--- config.mk ---
export PLATFORM = sky130hd
export DESIGN_NAME = prime_search
export DESIGN_NICKNAME = d
export VERILOG_FILES = /design/src/rtl/prime_pkg.sv /design/src/rtl/prime_search_modulo.sv /design/src/rtl/prime_search.sv
export SDC_FILE = /design/constraint.sdc
export NUM_CORES = 1
export LEC_CHECK = 0
export CAP_MARGIN = 20
export CORE_ASPECT_RATIO = 1.5
export CORE_MARGIN = 2
export CORE_UTILIZATION = 40
export CTS_BUF_LIST = sky130_fd_sc_hd__clkbuf_2 sky130_fd_sc_hd__clkbuf_4 sky130_fd_sc_hd__clkbuf_8
export CTS_CLUSTER_DIAMETER = 100
export CTS_CLUSTER_SIZE = 25
export DETAILED_ROUTE_END_ITERATION = 16
export GPL_ROUTABILITY_DRIVEN = 0
export PLACE_DENSITY_LB_ADDON = 0.08
export SLEW_MARGIN = 10
export SYNTH_ARGS = -nofsm -noshare
export SYNTH_HDL_FRONTEND = slang
export SYNTH_SLANG_ARGS = --single-unit
--- constraint.sdc ---
create_clock -name clk -period 8.4 [get_ports clk]
set_input_delay 1.68 -clock clk [delete_from_list [all_inputs] [get_ports clk]]
set_output_delay 1.68 -clock clk [all_outputs]
set_load 0.01 [all_outputs]
--- src/rtl/prime_pkg.sv ---
// Shared types and constants for the prime search controller.
// Imported by the controller and its bench.
package prime_pkg;

  localparam int WIDTH_DEF = 16;

  localparam logic [WIDTH_DEF-1:0] MAX_W =
    {WIDTH_DEF{1'b1}};

  typedef enum logic [2:0] {
    S_IDLE,
    S_CHECK,
    S_ISSUE,
    S_WAIT,
    S_DONE
  } state_e;

endpackage

--- src/rtl/prime_search_modulo.sv ---
// Bit-serial remainder unit: a go rising edge latches a and b,
// one quotient bit per cycle, ready returns with res = a % b.
module modulo #(
  parameter int WIDTH = 16
) (
  input  logic             clk,
  input  logic             rst,
  input  logic             go,
  input  logic [WIDTH-1:0] a,
  input  logic [WIDTH-1:0] b,
  output logic             ready,
  output logic             error,
  output logic [WIDTH-1:0] res
);

  localparam int CW = $clog2(WIDTH + 1);

  logic             busy_q, busy_d;
  logic             go_prev_q;
  logic             error_q, error_d;
  logic [WIDTH-1:0] res_q, res_d;
  logic [WIDTH-1:0] dvd_q, dvd_d;
  logic [WIDTH-1:0] dvs_q, dvs_d;
  logic [WIDTH:0]   rem_q, rem_d;
  logic [CW-1:0]    cnt_q, cnt_d;
  logic [WIDTH:0]   rem_sh;

  always_ff @(posedge clk) begin
    if (rst) begin
      busy_q    <= 1'b0;
      go_prev_q <= 1'b0;
      error_q   <= 1'b0;
      res_q     <= '0;
      dvd_q     <= '0;
      dvs_q     <= '0;
      rem_q     <= '0;
      cnt_q     <= '0;
    end else begin
      busy_q    <= busy_d;
      go_prev_q <= go;
      error_q   <= error_d;
      res_q     <= res_d;
      dvd_q     <= dvd_d;
      dvs_q     <= dvs_d;
      rem_q     <= rem_d;
      cnt_q     <= cnt_d;
    end
  end

  always_comb begin
    busy_d  = busy_q;
    error_d = error_q;
    res_d   = res_q;
    dvd_d   = dvd_q;
    dvs_d   = dvs_q;
    rem_d   = rem_q;
    cnt_d   = cnt_q;
    rem_sh  = {rem_q[WIDTH-1:0], dvd_q[WIDTH-1]};
    if (busy_q) begin
      // rem stays below the divisor, so WIDTH+1 bits never overflow
      if (rem_sh >= {1'b0, dvs_q})
        rem_sh = rem_sh - {1'b0, dvs_q};
      rem_d = rem_sh;
      dvd_d = {dvd_q[WIDTH-2:0], 1'b0};
      cnt_d = cnt_q - 1'b1;
      if (cnt_q == CW'(1)) begin
        busy_d = 1'b0;
        res_d  = rem_sh[WIDTH-1:0];
      end
    end else if (go && !go_prev_q) begin
      error_d = (b == '0);
      busy_d  = (b != '0);
      dvd_d   = a;
      dvs_d   = b;
      rem_d   = '0;
      cnt_d   = CW'(WIDTH);
    end
  end

  assign ready = !busy_q;
  assign error = error_q;
  assign res   = res_q;

endmodule

--- src/rtl/prime_search.sv ---
// Smallest prime strictly above start, by trial division
// through one shared modulo unit.
module prime_search
  import prime_pkg::*;
#(
  parameter int WIDTH = WIDTH_DEF
) (
  input  logic             clk,
  input  logic             rst,
  input  logic             go,
  input  logic [WIDTH-1:0] start,
  output logic             ready,
  output logic             error,
  output logic [WIDTH-1:0] res
);

  localparam logic [WIDTH-1:0] ONES = {WIDTH{1'b1}};
  localparam logic [WIDTH-1:0] TWO  = WIDTH'(2);

  state_e           state_q, state_d;
  logic             go_prev_q;
  logic             ready_q, ready_d;
  logic             error_q, error_d;
  logic [WIDTH-1:0] res_q, res_d;
  logic [WIDTH-1:0] cand_q, cand_d;
  logic [WIDTH-1:0] div_q, div_d;

  logic             go_edge;
  logic [2*WIDTH-1:0] div_sq;

  logic             mod_go;
  logic [WIDTH-1:0] mod_a, mod_b;
  logic             mod_ready, mod_error;
  logic [WIDTH-1:0] mod_res;

  always_ff @(posedge clk) begin
    if (rst) begin
      state_q   <= S_IDLE;
      go_prev_q <= 1'b0;
      ready_q   <= 1'b1;
      error_q   <= 1'b0;
      res_q     <= '0;
      cand_q    <= '0;
      div_q     <= '0;
    end else begin
      state_q   <= state_d;
      go_prev_q <= go;
      ready_q   <= ready_d;
      error_q   <= error_d;
      res_q     <= res_d;
      cand_q    <= cand_d;
      div_q     <= div_d;
    end
  end

  assign go_edge = go && !go_prev_q;
  assign div_sq  = (2*WIDTH)'(div_q) * (2*WIDTH)'(div_q);

  always_comb begin
    state_d = state_q;
    ready_d = ready_q;
    error_d = error_q;
    res_d   = res_q;
    cand_d  = cand_q;
    div_d   = div_q;
    unique case (state_q)
      S_IDLE, S_DONE: begin
        if (go_edge) begin
          if (start == ONES) begin
            error_d = 1'b1;
            ready_d = 1'b1;
            state_d = S_DONE;
          end else begin
            cand_d  = (start == '0) ? TWO : start + 1'b1;
            div_d   = TWO;
            ready_d = 1'b0;
            error_d = 1'b0;
            state_d = S_CHECK;
          end
        end
      end
      S_CHECK: begin
        if (div_sq > (2*WIDTH)'(cand_q)) begin
          res_d   = cand_q;
          ready_d = 1'b1;
          error_d = 1'b0;
          state_d = S_DONE;
        end else begin
          state_d = S_ISSUE;
        end
      end
      S_ISSUE: state_d = S_WAIT;
      S_WAIT: begin
        if (mod_ready) begin
          state_d = S_CHECK;
          if (mod_res == '0) begin
            if (cand_q == ONES) begin
              error_d = 1'b1;
              ready_d = 1'b1;
              state_d = S_DONE;
            end else begin
              cand_d = cand_q + 1'b1;
              div_d  = TWO;
            end
          end else begin
            div_d = (div_q == TWO) ? WIDTH'(3)
                                   : div_q + WIDTH'(2);
          end
        end
      end
      default: state_d = S_IDLE;
    endcase
  end

  always_comb begin
    mod_go = (state_q == S_ISSUE);
    mod_a  = cand_q;
    mod_b  = div_q;
  end

  modulo #(.WIDTH(WIDTH)) u_mod (
    .clk   (clk),
    .rst   (rst),
    .go    (mod_go),
    .a     (mod_a),
    .b     (mod_b),
    .ready (mod_ready),
    .error (mod_error),
    .res   (mod_res)
  );

  assign ready = ready_q;
  assign error = error_q;
  assign res   = res_q;

  // divisor is always >= 2, so a divide-by-zero means corrupt state
  a_no_mod_err: assert property (
    @(posedge clk) disable iff (rst) !(mod_ready && mod_error));

endmodule

==> results.py <==
metrics = {
    "timing": {
        "final_max_slew_viol_count": 0,
        "fmax_mhz": 128.2,
        "setup_viol": 0,
        "period_share": 0.9287,
        "min_period_ns": 7.801,
        "finalWorstSetupSlack_ns": 0.5989,
        "final.setup_skew_ns": 0.01766,
        "hold_viol": 0,
        "relSlewSlack": 0.3366,
        "worst-slew-pin-transition_ns": 0.9813,
    },
    "power_and_ir_drop": {
        "power.clock.fraction": 0.265,
        "power_density_nw_per_um2": 120.8,
        "ir_worst_vdd_mv": 0.1163,
        "p_int_w": 0.001129,
        "power_frac_seq": 0.395,
        "p_switching_w": 0.0007427,
        "power_w": 0.001871,
        "p_leak_nw": 7.524,
        "combinationalPowerShare": 0.340,
        "p_sw_frac": 0.3969,
    },
    "critical_path": {
        "endpoint_kind": "flip-flop",
        "cp_slowest_cell": "fa_1",
        "max_stage_delay_ns": 0.56,
        "cp_common_cell": "inv_1",
        "crit_path_start_kind": "flip-flop",
        "critPathKind": "flip-flop to flip-flop",
        "cp_max_fo": 18,
        "arrival_ns": 8.14,
        "cp_data_required_time_ns": 8.74,
        "path_buf_inv": 8,
        "cp_top_family": "adder cells",
    },
    "floorplanning": {
        "die_width_um": 158.1,
        "die-area_um2": 37180,
        "fp.coreArea_um2": 35100,
        "die_h_um": 235.2,
        "initial_core_util": 0.4059,
        "ioPinCount": 37,
        "rows": 84,
    },
    "final_layout": {
        "drive_above_1_share": 0.05178,
        "fin_nets": 2045,
        "antenna_cells": 0,
        "finish.utilization": 0.4414,
        "area_growth_pct": 8.728,
        "final_cell_area_um2": 15490,
        "fill_cells": 3695,
    },
    "place": {
        "placed_cell_area_um2": 15090,
        "hpwl_mm": 30.87,
        "io_buffers": 36,
        "pre_cts_ws_ns": 0.3798,
    },
    "worst_hold_path": {
        "hp-class": "flip-flop to flip-flop",
    },
    "global_routing": {
        "grt_max_degree": 53,
        "antenna_found_initial": 0,
        "track_usage": 0.2119,
        "grt_pass1_vias": 11940,
        "grt_overflow": 0,
        "grt_pass1_wl_mm": 61.72,
    },
    "synthesis": {
        "async_reset_ff_frac": 0,
        "synth.distinct_cells": 69,
        "syn_area_um2": 14250,
        "synth.avg_cell_area_um2": 8.270,
        "synth_nets": 2043,
        "ys_seq_area_frac": 0.1756,
        "syn_inst": 1723,
        "synth_edf_count": 0,
        "synth_top_flop_cell": "dfxtp_1",
        "ys_warn_count": 0,
        "synth_seq_cells": 125,
    },
    "clock_network": {
        "ctsLongestPathBuffers": 2,
        "cts_buffers": 17,
        "cts_root_buf": "clkbuf_8",
        "cts_tree": "yes",
        "insertion_delay_ns": 0.48,
        "post_cts_buffers": 0,
        "clk_pin_slew_ns": 0.08,
        "cts.htree.levels": 4,
        "cts.sinks": 125,
    },
    "route": {
        "dr.first_iter.drc_count": 494,
        "wire_per_inst_um": 17.06,
        "via_count": 11510,
        "drc": 0,
        "drt_pass1_iterations": 5,
        "via_per_inst": 5.204,
        "antenna_left": 0,
        "routed_wirelength_mm": 37.72,
    },
    "flow_run": {
        "cap_viol_max_count": 0,
    },
    "status": {
        "status": "complete, no violations",
    },
}
-- cells in the mapped netlist, drive strengths merged (3+ instances only) --
cell type / number / area (um^2)
mux2: 3 / 33.78
fa: 164 / 3283
a211oi: 20 / 155.1
nor2b: 11 / 68.82
and2: 50 / 312.8
inv: 282 / 1059
o22ai: 7 / 43.79
a21oi: 96 / 488.0
o211ai: 7 / 52.55
o32ai: 4 / 35.03
a211o: 3 / 26.28
o221ai: 3 / 26.28
mux2i: 41 / 410.4
a2111oi: 3 / 26.28
or3: 3 / 18.77
a31oi: 4 / 25.02
nand4: 15 / 93.84
ha: 137 / 1714
dfxtp: 125 / 2502
a21o: 15 / 112.6
nor3b: 5 / 37.54
o21ai: 68 / 340.3
a31o: 3 / 26.28
a22oi: 14 / 105.1
and3: 26 / 162.7
o21a: 3 / 22.52
xnor2: 42 / 367.9
nor4b: 5 / 43.79
nand2b: 19 / 118.9
buf: 14 / 92.59
nor4: 12 / 75.07
nor2: 150 / 563.0
xor2: 24 / 210.2
clkbuf: 69 / 259.0
o21bai: 3 / 26.27
o31ai: 6 / 50.05
nand2: 166 / 623.1
nand3: 48 / 240.2
nor3: 24 / 120.1
-- cells in the final DEF, fill, tap and decap left out, types with 14 or more instances in the layout --
master | netlist | layout
nand3_1 | 48 | 48
xor2_1 | 24 | 24
dfxtp_1 | 125 | 119
a22oi_1 | 14 | 14
nand4_1 | 15 | 15
and2_1 | 50 | 50
xnor2_1 | 42 | 42
mux2i_1 | 41 | 41
nor3_1 | 24 | 21
fa_1 | 164 | 164
nand2b_1 | 19 | 19
buf_4 | 1 | 30
nor2_1 | 150 | 149
and3_1 | 26 | 26
ha_1 | 137 | 137
a21oi_1 | 94 | 94
clkbuf_8 | 0 | 21
a211oi_1 | 19 | 19
nand2_1 | 166 | 166
clkdlybuf4s50_1 | 0 | 35
o21ai_0 | 66 | 66
inv_1 | 282 | 282
a21o_1 | 15 | 15
-- flip-flops by register name, indices dropped and copies added, names as in the netlist, 3 cells and up --
register	count
state_q	3
u_mod.dvs_q	16
div_q	16
u_mod.cnt_q	5
res	16
u_mod.res	16
cand_q	16
u_mod.dvd_q	16
u_mod.rem_q	16
-- per-stage QoR --
step	std cells	hold slack, ns	TNS [ns]
finish	2211	0.4514	0
global route	2211	0.4794	-0.006738
CTS	2210	0.4565	0
detailed placement	2178	0.4489	0
global placement	2178	0.4447	0
floorplan	1723	0.4312	0
-- power by group through the flow --
stage	Combinational [W]	Clock, W	Sequential [W]
floorplan	0.000471	0	0.000697
global placement	0.000632	0	0.000752
detailed placement	0.000638	0	0.000753
CTS	0.000640	0.000516	0.000739
global route	0.000719	0.000532	0.000753
finish	0.000636	0.000496	0.000740
-- timing repair --
action | in CTS | in global routing
setup endpoints to repair | 0 | 20
gates resized for setup | 0 | 8
hold buffers | 0 | 0
-- kinds of logic (layout without fill, tap and decap cells) --
family,Yosys count,in the layout,share of synthesized area
xor+xnor,66,66,0.04057
simple gates,543,543,0.1796
fa+ha+maj,301,301,0.3507
flops,125,125,0.1756
buf+inv,366,381,0.09922
mux,44,44,0.03117
compound gates,278,278,0.1232
-- final timing paths --
check,startpoint,end,slack [ns],cells after the start
max,div_q[10],res[2],0.60,30
min,u_mod.dvd_q[14],u_mod.dvd_q[15],0.45,2
max reg2reg,div_q[10],res[2],0.60,30
min reg2reg,u_mod.dvd_q[14],u_mod.dvd_q[15],0.45,2
-- metal layers --
metal  vias to the layer above  share of wire  track usage
met5                         -              0            0
met4                         0          0.029      0.07316
met3                        52          0.019      0.02007
met2                       146           0.56       0.4049
met1                      5691           0.39       0.2401
li1                       5618              -            -
-- worst reg2reg max path: cells and delay by family, from the launching register on --
kind | cells | cell delay, ns
AOI/OAI and AO/OA | 5 | 1.29
xor gates and xnor gates | 1 | 0.16
adders and majority gates | 8 | 3.69
buffers and inverters | 8 | 0.90
DFF | 1 | 0.38
muxes | 1 | 0.24
and+or+nand+nor | 7 | 1.01
-- layout make-up --
cell class	count	area, um^2	share of cell area
Clock inverter	11	82.58	0.005330
Timing Repair Buffer	66	590.6	0.03812
Inverter	283	1062	0.06856
Sequential cell	125	2510	0.1620
Clock buffer	21	289.0	0.01865
Multi-Input combinational cell	1232	10370	0.6691
Tap cell	473	591.8	0.03820
Note: power is estimated with default switching activity, not from simulation.
